$ cat src/rtl/int2fp_conv.sv
// int2fp_conv: multi-cycle 32-bit integer to IEEE-754 single-precision converter.
// Normalizes one bit per cycle, then rounds to nearest-even. A start/busy/done
// handshake frames each conversion; c and inexact hold until the next done.
module int2fp_conv #(
    parameter bit SIGNED = 1'b1
) (
    input  logic        clk,
    input  logic        rst,
    input  logic        start,
    input  logic [31:0] a,
    output logic        busy,
    output logic        done,
    output logic [31:0] c,
    output logic        inexact
);

    typedef enum logic [1:0] {
        IDLE,
        NORM,
        ROUND,
        DONE
    } state_t;

    state_t      state;
    logic        sign;
    logic [31:0] mag;
    logic [8:0]  exp;

    // Operand preparation and rounding datapath.
    logic        a_neg;
    logic [31:0] a_mag;
    logic [22:0] m;
    logic        g;
    logic        s;
    logic        rnd_up;
    logic [23:0] m_inc;
    logic [8:0]  exp_rnd;

    // Sign/magnitude of the incoming operand and round-to-nearest-even of the normalized magnitude.
    always_comb begin
        // NOTE: every combinational output gets a value on every path, so no latch is inferred.
        a_neg   = SIGNED & a[31];
        // -2^31 negates to 0x80000000, which is already the correct unsigned magnitude.
        a_mag   = a_neg ? (~a + 32'd1) : a;
        m       = mag[30:8];
        g       = mag[7];
        s       = |mag[6:0];
        rnd_up  = g & (s | mag[8]);
        m_inc   = {1'b0, m} + {23'd0, rnd_up};
        // A carry out of the mantissa means it was all ones: it wraps to zero and the exponent bumps.
        exp_rnd = exp + {8'd0, m_inc[23]};
    end

    // Control FSM with registered handshake outputs and result registers.
    always_ff @(posedge clk) begin
        // NOTE: sequential state uses non-blocking assignments so every register samples pre-edge values.
        if (rst) begin
            // NOTE: datapath registers are reset too; they are few and it keeps simulation free of X.
            state   <= IDLE;
            busy    <= 1'b0;
            done    <= 1'b0;
            c       <= 32'h0000_0000;
            inexact <= 1'b0;
            sign    <= 1'b0;
            mag     <= 32'd0;
            exp     <= 9'd0;
        end else begin
            done <= 1'b0;
            case (state)
                IDLE: begin
                    if (start) begin
                        sign <= a_neg;
                        mag  <= a_mag;
                        exp  <= 9'd158;
                        if (a_mag == 32'd0) begin
                            // Zero skips normalization and is always +0.
                            state   <= DONE;
                            done    <= 1'b1;
                            c       <= 32'h0000_0000;
                            inexact <= 1'b0;
                        end else begin
                            state <= NORM;
                            busy  <= 1'b1;
                        end
                    end
                end
                NORM: begin
                    if (mag[31]) begin
                        state <= ROUND;
                    end else begin
                        mag <= mag << 1;
                        exp <= exp - 9'd1;
                    end
                end
                ROUND: begin
                    c       <= {sign, exp_rnd[7:0], m_inc[22:0]};
                    inexact <= g | s;
                    state   <= DONE;
                    busy    <= 1'b0;
                    done    <= 1'b1;
                end
                DONE: begin
                    // start is deliberately not sampled here; the earliest acceptance is next cycle.
                    state <= IDLE;
                end
                default: begin
                    state <= IDLE;
                    busy  <= 1'b0;
                end
            endcase
        end
    end

endmodule
$ cat config.mk
export PLATFORM = sky130hd
export DESIGN_NAME = int2fp_conv
export DESIGN_NICKNAME = d
export VERILOG_FILES = /design/src/rtl/int2fp_conv.sv
export SDC_FILE = /design/constraint.sdc
export NUM_CORES = 1
export LEC_CHECK = 0
export ABC_AREA = 1
export CAP_MARGIN = 25
export CORE_UTILIZATION = 30
export CTS_BUF_LIST = sky130_fd_sc_hd__clkbuf_8
export DETAILED_ROUTE_END_ITERATION = 10
export HOLD_SLACK_MARGIN = 0.15
export MAX_ROUTING_LAYER = met4
export RECOVER_POWER = 25
export SLEW_MARGIN = 30
export SYNTH_ARGS = -nofsm -noshare
export SYNTH_HDL_FRONTEND = slang
export SYNTH_SLANG_ARGS = --single-unit
$ cat constraint.sdc
create_clock -name clk -period 2.9 [get_ports clk]
set_input_delay 0.87 -clock clk [delete_from_list [all_inputs] [get_ports clk]]
set_output_delay 0.87 -clock clk [all_outputs]
set_load 0.05 [all_outputs]
### Word-level counts from Yosys, hierarchy flattened

Cells that the tools add are included.
Widths: inputs -> output; s select.

| storage, ports and cells | value |
|---|---|
| memories kept | 0 |
| input port bits | 35 |
| latch bits | 0 |
| bits in registers | 79 |
| output and inout bits | 35 |
| memory bits (read-only) | 0 |
| memory bits (writable) | 0 |

| cells by class | value |
|---|---|
| bitwise operators | 4 |
| divide/modulo/power cells | 0 |
| shift-type cells | 0 |
| eq/ne operators | 8 |
| mux-type cells | 23 |
| add/subtract/negate cells | 4 |
| $lt $le $gt $ge | 0 |
| reductions and logical operators | 11 |
| multiply operators | 0 |

Operators with widths:

| operator | count |
|---|---|
| $mux 32 | 5 |
| $pmux 32 s2 | 2 |
| $add 32x1->32 const B | 1 |
| $logic_not 32->1 | 1 |
| $not 32->32 | 1 |
| $add 23x1->24 | 1 |
| $mux 9 | 2 |
| $pmux 9 s2 | 1 |
| $ne 2x2->1 const B | 5 |
| $reduce_and 3->1 | 3 |
| $sub 9x1->9 const B | 1 |
| $add 8x1->8 | 1 |
| $pmux 2 s4 | 1 |
| $reduce_or 7->1 | 1 |
| $mux 1 | 6 |
| $mux 2 | 3 |
| $pmux 1 s2 | 3 |
| $reduce_and 2->1 | 3 |
| $eq 2x2->1 const B | 2 |
| $reduce_bool 2->1 | 2 |
| $eq 2x1->1 const B | 1 |
| $logic_not 2->1 | 1 |
| $or 1x1->1 | 2 |
| $and 1x1->1 | 1 |

### Depth between registers and ports, before layout

Gate-level depths: netlist (run 1).

| logic depth | value |
|---|---|
| word-level depth | 7 |
| gate-level depth with buffers | 23 |

### Worst setup path before layout (run 1)

OpenSTA, ideal clock, no wires.

| timing | value |
|---|---|
| path type | register -> register |
| from | register mag[1] |
| to | register c[30] |
| path slack | -2 ps |
| setup time | 64 ps |
| stages on the path, launching flop included | 24 |
| data arrival time | 2838 ps |
| period minus slack after synthesis | 2902 ps |
| path through | dfxtp_1 > nor3_1 > nand2_1 > o21a_1 > ha_1 > nand4_1 > nor4_2 > nand3_1 > nor2_1 > nand2_1 > nor2_1 > nand3_1 > nor3_1 > ha_1 > nand3_1 > nor2_1 > inv_1 > nor3_1 > inv_1 > o21ai_0 > nand3_1 > nand2_2 > nand2_1 > nor2_1 |

| between the ends | value |
|---|---|
| word-level cells in the longest chain between the ends | 6 |

RTL lines:

| what | RTL line | RTL |
|---|---|---|
| from (decl) | 26 | `logic [31:0] mag;` |
| from (signal assigned) | 73 | `mag <= a_mag;` |
| from (signal assigned) | 91 | `mag <= mag << 1;` |
| $reduce_or 7->1 | 47 | `s = \|mag[6:0];` |
| $or 1x1->1 | 48 | `rnd_up = g & (s \| mag[8]);` |
| $and 1x1->1 | 48 |  |
| $add 23x1->24 | 49 | `m_inc = {1'b0, m} + {23'd0, rnd_up};` |
| $add 8x1->8 | 51 | `exp_rnd = exp + {8'd0, m_inc[23]};` |
| $pmux 32 s2 | 69 | `case (state)` |
| to (signal assigned) | 96 | `c <= {sign, exp_rnd[7:0], m_inc[22:0]};` |
| to (decl) | 13 | `output logic [31:0] c,` |

No other way between the ends.
A chain may end at the register's enable or synchronous reset.

### Worst setup path after layout (run 1)

| timing | value |
|---|---|
| from | register mag[2] |
| to | register c[30] |

The elaborated chain is that of the path after synthesis.

==> results.sh, run 1 <==
export IMPL_worst_skew_pair_late_latency_ps=350
export IMPL_hold_viol=0
export IMPL_drt_pass1_iterations=5
export IMPL_finalInstanceArea_sq_mm=0.00768
export IMPL_power_frac_clock_pct=21.1
export IMPL_cts_buffer_depth=2
export IMPL_internal_power_uw=2140
export IMPL_grt_pass1_vias=5426
export IMPL_multi_input_area_sq_mm=0.00346
export IMPL_switching_share_pct=38.8
export IMPL_die_y_microns=136
export IMPL_slew_violations=0
export IMPL_route_met3_wl_microns=743
export IMPL_yosys_area_share_simple_pct=41.6
export IMPL_worst_setup_path_end_kind="register"
export IMPL_core_area_sq_mm=0.0174
export IMPL_fin_ws_ps=-195
export IMPL_drcViolationCount=0
export IMPL_antenna_found_initial=0
export IMPL_cp_required_ps=3200
export IMPL_dpl_cell_count=1255
export IMPL_start_util_pct=30.9
export IMPL_power_switching_uw=1360
export IMPL_grtUsageTotal_pct=17.9
export IMPL_drive_gt1_share_pct=25.3
export IMPL_cp_max_fo=2
export IMPL_vias=5970
export IMPL_min_period_ps=3090
export IMPL_wl_met1_microns=8020
export IMPL_viasPerCell=4.66
export IMPL_yosys_area_top_type="dfxtp_1"
export IMPL_h_tree_depth=3
export IMPL_final_cell_mix="208 x nand2_1, 131 x buf_4, 114 x nor2_1"
export IMPL_synth_seq_cells=78
export IMPL_cts_hold_buf=0
export IMPL_routedWlPerCell_microns=12.3
export IMPL_final_nets=1096
export IMPL_register_area_sq_mm=0.00157
export IMPL_fin_crit_sh_pct=107
export IMPL_synth_area_leaders="dfxtp_1 29%, nand2_1 15%, nor2_1 9.5%"
export IMPL_grt_max_degree=46
export IMPL_synth_nets=909
export IMPL_layout_commonest_cell="nand2_1"
export IMPL_critPathLaunch="mag[2]"
export IMPL_seq_area_frac_synth_pct=29.0
export IMPL_diodes=0
export IMPL_gp_congestion=0.938
export IMPL_synth_top_family_by_area="simple AND/OR/NAND/NOR gates"
export IMPL_slew_headroom_pct=43.5
export IMPL_synth_area_mux_share_pct=0
export IMPL_crit_type="register to register"
export IMPL_setup_viol=4
export IMPL_syn_cell_area_sq_mm=0.00539
export IMPL_path_clk_slew_ps=80
export IMPL_synth_xor_area_share_pct=0.976
export IMPL_fill_cells=1855
export IMPL_finalClockSkew_ps=8.31
export IMPL_ir_worst_vdd_mv=0.267
export IMPL_arrival_ps=3390
export IMPL_cts_buffers=9
export IMPL_synth_compound_area_share_pct=15.5
export IMPL_worst_pin_slew_ps=848
export IMPL_routed_wl_microns=15800
export IMPL_postPlaceCellArea_sq_mm=0.00717
export IMPL_drv_cap=0
export IMPL_rsz0062_at_grt="yes"
export IMPL_die_area_sq_mm=0.0185
export IMPL_rows=48
export IMPL_clock_fmax_mhz=323
export IMPL_stdcell_count=1281
export IMPL_pre_cts_ws_ps=-513
export IMPL_seqPwrFrac_pct=38.8
export IMPL_min_path_type="register to register"
export IMPL_tritoncts="built"
export IMPL_io_pins=70
export IMPL_hp_start="c[9]"
export IMPL_violations="setup timing"
export IMPL_synth_fa_ha_area_share_pct=2.09
export IMPL_dr_max_layer_used="met4"
export IMPL_route_met2_wl_microns=6750
export IMPL_synth_cells=865
export IMPL_worstReg2RegStart="mag[2]"
export IMPL_yosysTopAreaCellShare_pct=29.0
export IMPL_dpl_hpwl_microns=12000
export IMPL_synth_warnings=0
export IMPL_cts_sinks=78
export IMPL_area_growth_pct=42.7
export IMPL_startpoint_type="register"
export IMPL_grt_remaining_overflow=0
export IMPL_status="complete, but fails checks"
export IMPL_ant_nets=0
export IMPL_synth_distinct_cells=39
export IMPL_finish_utilization_pct=44.1
export IMPL_die_w_microns=136
export IMPL_synth_avg_cell_area_sq_um=6.23
export IMPL_grt_pass1_wl_microns=25900
export IMPL_power_density_mw_per_mm2=456
export IMPL_pwr_share_comb_pct=40.1
export IMPL_root_buffer="clkbuf_8"
export IMPL_p_leak_uw=0.00344
export IMPL_hold_ws_ps=483
export IMPL_first_iter_violations=396
export IMPL_portBuffers=69
## logic make-up (layout without fill, tap and decap cells)
logic type	Yosys count	in the layout
AND/OR/NAND/NOR	500	501
AO/OA/AOI/OAI	149	149
buffers and inverters	123	313
flip-flops	78	78
adder cells (fa/ha/maj)	9	9
XOR/XNOR	6	6
## worst paths after layout
check               end  slack (ps)  cells after the start
hold reg to reg    c[9]         480                      2
setup reg to reg  c[30]        -190                     23
setup / recovery  c[30]        -190                     23
hold / removal     c[9]         480                      2
## cell type report
type / count / area share (%)
clock buffer: 11 / 1.97
sequential: 78 / 20.4
tap: 225 / 3.66
timing repair buffer: 212 / 24.4
inverter: 86 / 4.20
clock inverter: 4 / 0.293
multi-input combinational: 665 / 45.1
## metrics by stage
stage,TNS [ps],power [uW]
floorplan,-1.85,2190
global placement,-15930,2720
detailed placement,-15060,2740
CTS,-1360,3500
global route,-2670,3750
finish,-614,3510
## timing repair
action | in CTS | in global routing
gates resized for setup | 50 | 53
gates cloned | 2 | 0
pin swaps | 14 | 16
endpoints found under the setup margin | 33 | 36
setup buffers | 6 | 4
## synthesized netlist by cell type
cell type / count
nand2_4: 1
o21ai_1: 8
nor3_1: 11
buf_2: 6
a31oi_1: 6
nand3_4: 1
nand3b_1: 10
buf_12: 5
nand2_8: 1
o22ai_1: 2
and2_1: 1
o211ai_1: 2
nand2_1: 210
nor3_2: 1
a22oi_1: 2
xor2_1: 5
clkinv_1: 4
nand2_2: 34
buf_6: 4
nor2_1: 137
inv_2: 3
nand4_1: 13
ha_1: 9
clkbuf_1: 22
o21ai_2: 1
o21ai_0: 46
inv_1: 79
a21o_1: 1
nand3_1: 65
a221oi_1: 15
o21bai_1: 2
xnor2_1: 1
a21oi_1: 63
nor4_2: 1
nor4_1: 2
nor2_4: 5
dfxtp_1: 78
o21a_1: 1
nor2_2: 7
## flip-flops by register name (all words and copies together), names as in the netlist
register,count
busy,1
c,32
done,1
exp,8
inexact,1
mag,32
sign,1
state,2
## routing by layer
metal / track usage, % / vias up
met5: - / -
met4: 5.31 / 0
met3: 2.13 / 18
met2: 27.0 / 171
met1: 24.7 / 2588
li1: - / 3193
## worst max-delay path, cell delays in order, from the launching register on
cell and delay (ps):
dfxtp_2 340, nor3_2 40, nand2_1 100, o21a_1 130
ha_2 170, nand4_1 160, nor4_4 270, nand3_2 120
nor2_1 110, nand2_1 80, nor2_2 100, nand3_1 90
nor3_2 190, ha_2 260, nand3_2 100, nor2_2 100
inv_2 50, nor3_2 140, inv_1 70, o21ai_1 110
nand3_1 90, nand2_2 80, nand2_1 40, nor2_1 80
## power groups by stage
| stage | Combinational (uW) | Clock (uW) | Sequential [uW] |
|---|---|---|---|
| 6_report | 1410 | 741 | 1360 |
| 5_1_grt | 1560 | 806 | 1380 |
| 4_1_cts | 1390 | 760 | 1350 |
| 3_5_place_dp | 1360 | 0 | 1370 |
| 3_3_place_gp | 1360 | 0 | 1370 |
| 2_1_floorplan | 740 | 0 | 1450 |
Note: power is estimated with default switching activity, not from simulation.
==> inputs of run 2 (changes only) <==
Settings changed: CORE_MARGIN from default to 3.
==> results.sh, run 2 (same netlist as run 1, synthesis figures left out) <==
export IMPL_die_area_sq_mm=0.0196
export IMPL_routed_wl_microns=16100
export IMPL_cts_sinks=78
export IMPL_root_buffer="clkbuf_8"
export IMPL_r2r_cells=24
export IMPL_grt_pass1_wl_microns=27100
export IMPL_holdPathEnd="c[12]"
export IMPL_path_clk_slew_ps=80
export IMPL_fill_cells=1787
export IMPL_routedWlPerCell_microns=12.4
export IMPL_cp_top_family="simple AND/OR/NAND/NOR gates"
export IMPL_critPathBufInv=4
export IMPL_diodes=0
export IMPL_cts_buffer_depth=2
export IMPL_ant_nets=0
export IMPL_worstReg2RegStart="mag[1]"
export IMPL_cp_slowest_stage_delay_ps=340
export IMPL_core_area_sq_mm=0.0174
export IMPL_cp_required_ps=3150
export IMPL_min_path_cells=2
export IMPL_arrival_ps=3350
export IMPL_stdcell_count=1301
export IMPL_power_density_mw_per_mm2=458
export IMPL_portBuffers=69
export IMPL_final_cell_mix="188 x nand2_1, 145 x buf_4, 107 x nor2_1"
export IMPL_worst_pin_slew_ps=810
export IMPL_p_leak_uw=0.00362
export IMPL_hold_ws_ps=479
export IMPL_ir_worst_vdd_mv=0.310
export IMPL_critPathSlowestCell="dfxtp_2"
export IMPL_start_util_pct=30.9
export IMPL_violations="setup timing"
export IMPL_startpoint_type="register"
export IMPL_clock_fmax_mhz=323
export IMPL_grt_max_degree=36
export IMPL_min_period_ps=3100
export IMPL_r2r_slack_ps=-200
export IMPL_status="complete, but fails checks"
export IMPL_worst_setup_path_end_kind="register"
export IMPL_drive_gt1_share_pct=30.8
export IMPL_reg_top3="c (32), mag (32), exp (8)"
export IMPL_postPlaceCellArea_sq_mm=0.00716
export IMPL_r2r_end="c[28]"
export IMPL_gp_congestion=0.854
export IMPL_crit_chain="nor3_2 -> nand2_1 -> o21a_1 -> ha_2 -> nand4_1 -> nor4_4 -> nand3_1 -> nor2_1 -> nand2_1 -> nor2_2 -> nand3_2 -> nor3_4 -> ha_2 -> nand3_2 -> nor2_1 -> inv_1 -> nor3_2 -> inv_1 -> buf_4 -> buf_6 -> nand3_2 -> nand2_2 -> nand2_2 -> nor2_1"
export IMPL_cp_max_fo=2
export IMPL_fin_ws_ps=-197
export IMPL_dpl_cell_count=1256
export IMPL_setup_viol=4
export IMPL_fin_crit_sh_pct=107
export IMPL_rsz0062_at_grt="yes"
export IMPL_antenna_found_initial=0
export IMPL_drt_pass1_iterations=5
export IMPL_drv_cap=0
export IMPL_hp_start="c[12]"
export IMPL_cts_buffers=9
export IMPL_pre_cts_ws_ps=-514
export IMPL_grtUsageTotal_pct=16.8
export IMPL_io_pins=70
export IMPL_area_growth_pct=50.3
export IMPL_vias=6089
export IMPL_crit_type="register to register"
export IMPL_first_iter_violations=362
export IMPL_die_y_microns=140
export IMPL_finalClockSkew_ps=9.58
export IMPL_h_tree_depth=3
export IMPL_slew_headroom_pct=46.0
export IMPL_finalInstanceArea_sq_mm=0.00809
export IMPL_worst_skew_pair_late_latency_ps=350
export IMPL_min_path_type="register to register"
export IMPL_layout_commonest_cell="nand2_1"
export IMPL_tritoncts="built"
export IMPL_drcViolationCount=0
export IMPL_final_nets=1115
export IMPL_slew_violations=0
export IMPL_die_w_microns=140
export IMPL_rows=48
export IMPL_viasPerCell=4.68
export IMPL_grt_remaining_overflow=0
export IMPL_dpl_hpwl_microns=12300
export IMPL_grt_pass1_vias=5668
export IMPL_hold_viol=0
==> run 2: layout make-up <==
cell class / instances / area [sq um] / share of cell area (%)
multi-input cells: 664 / 3640 / 45.0
repair buffers: 232 / 2070 / 25.5
flip-flops and latches: 78 / 1570 / 19.4
inverters: 86 / 323 / 3.99
well taps: 225 / 282 / 3.48
clock buffers: 10 / 138 / 1.70
clock inverters: 6 / 77.6 / 0.958
==> run 2: stage by stage <==
step	power, uW	util [%]	setup TNS [ps]
after floorplan	2190	-	-1.85
after global placement	2720	41.1	-17330
after detailed placement	2730	41.1	-16880
after CTS	3670	44.6	-1210
after global routing	3960	46.5	-3740
final	3710	46.5	-644
==> run 2: worst max-delay path by stage <==
stage	to	slack (ps)	cells past startpoint	start
final	c[28]	-200	24	mag[1]
after global placement	c[18]	-520	19	a[0]
after detailed placement	c[17]	-510	19	a[0]
after floorplan	c[30]	-2	23	mag[1]
after global routing	c[30]	-490	23	mag[2]
after CTS	c[29]	-330	22	mag[1]
==> run 2: tightest hold or removal path: cells and delay by family, from the launching register on <==
family / cells / cell delay (ps)
DFF: 1 / 330
and+or+nand+nor: 2 / 120
==> run 2: where the power goes <==
part | total, uW | switching (uW) | internal [uW]
logic | 1460 | 868 | 597
registers | 1350 | 117 | 1230
clock network | 894 | 395 | 500
total | 3710 | 1380 | 2330
==> run 2: layer usage <==
metal / share of wire, % / GRT usage [%]
met1: 51 / 24.0
met2: 44 / 25.8
met3: 4.6 / 2.05
met4: 0.82 / 3.11
met5: 0 / -
==> run 2: repair_timing <==
action                                  in CTS  in global routing
endpoints found under the hold margin        0                  0
pin swaps                                   15                 59
cloned                                       3                  0
endpoints found under the setup margin      33                 34
hold buffers                                 0                  0
gates resized for setup                     75                108
setup buffers                               13                 13
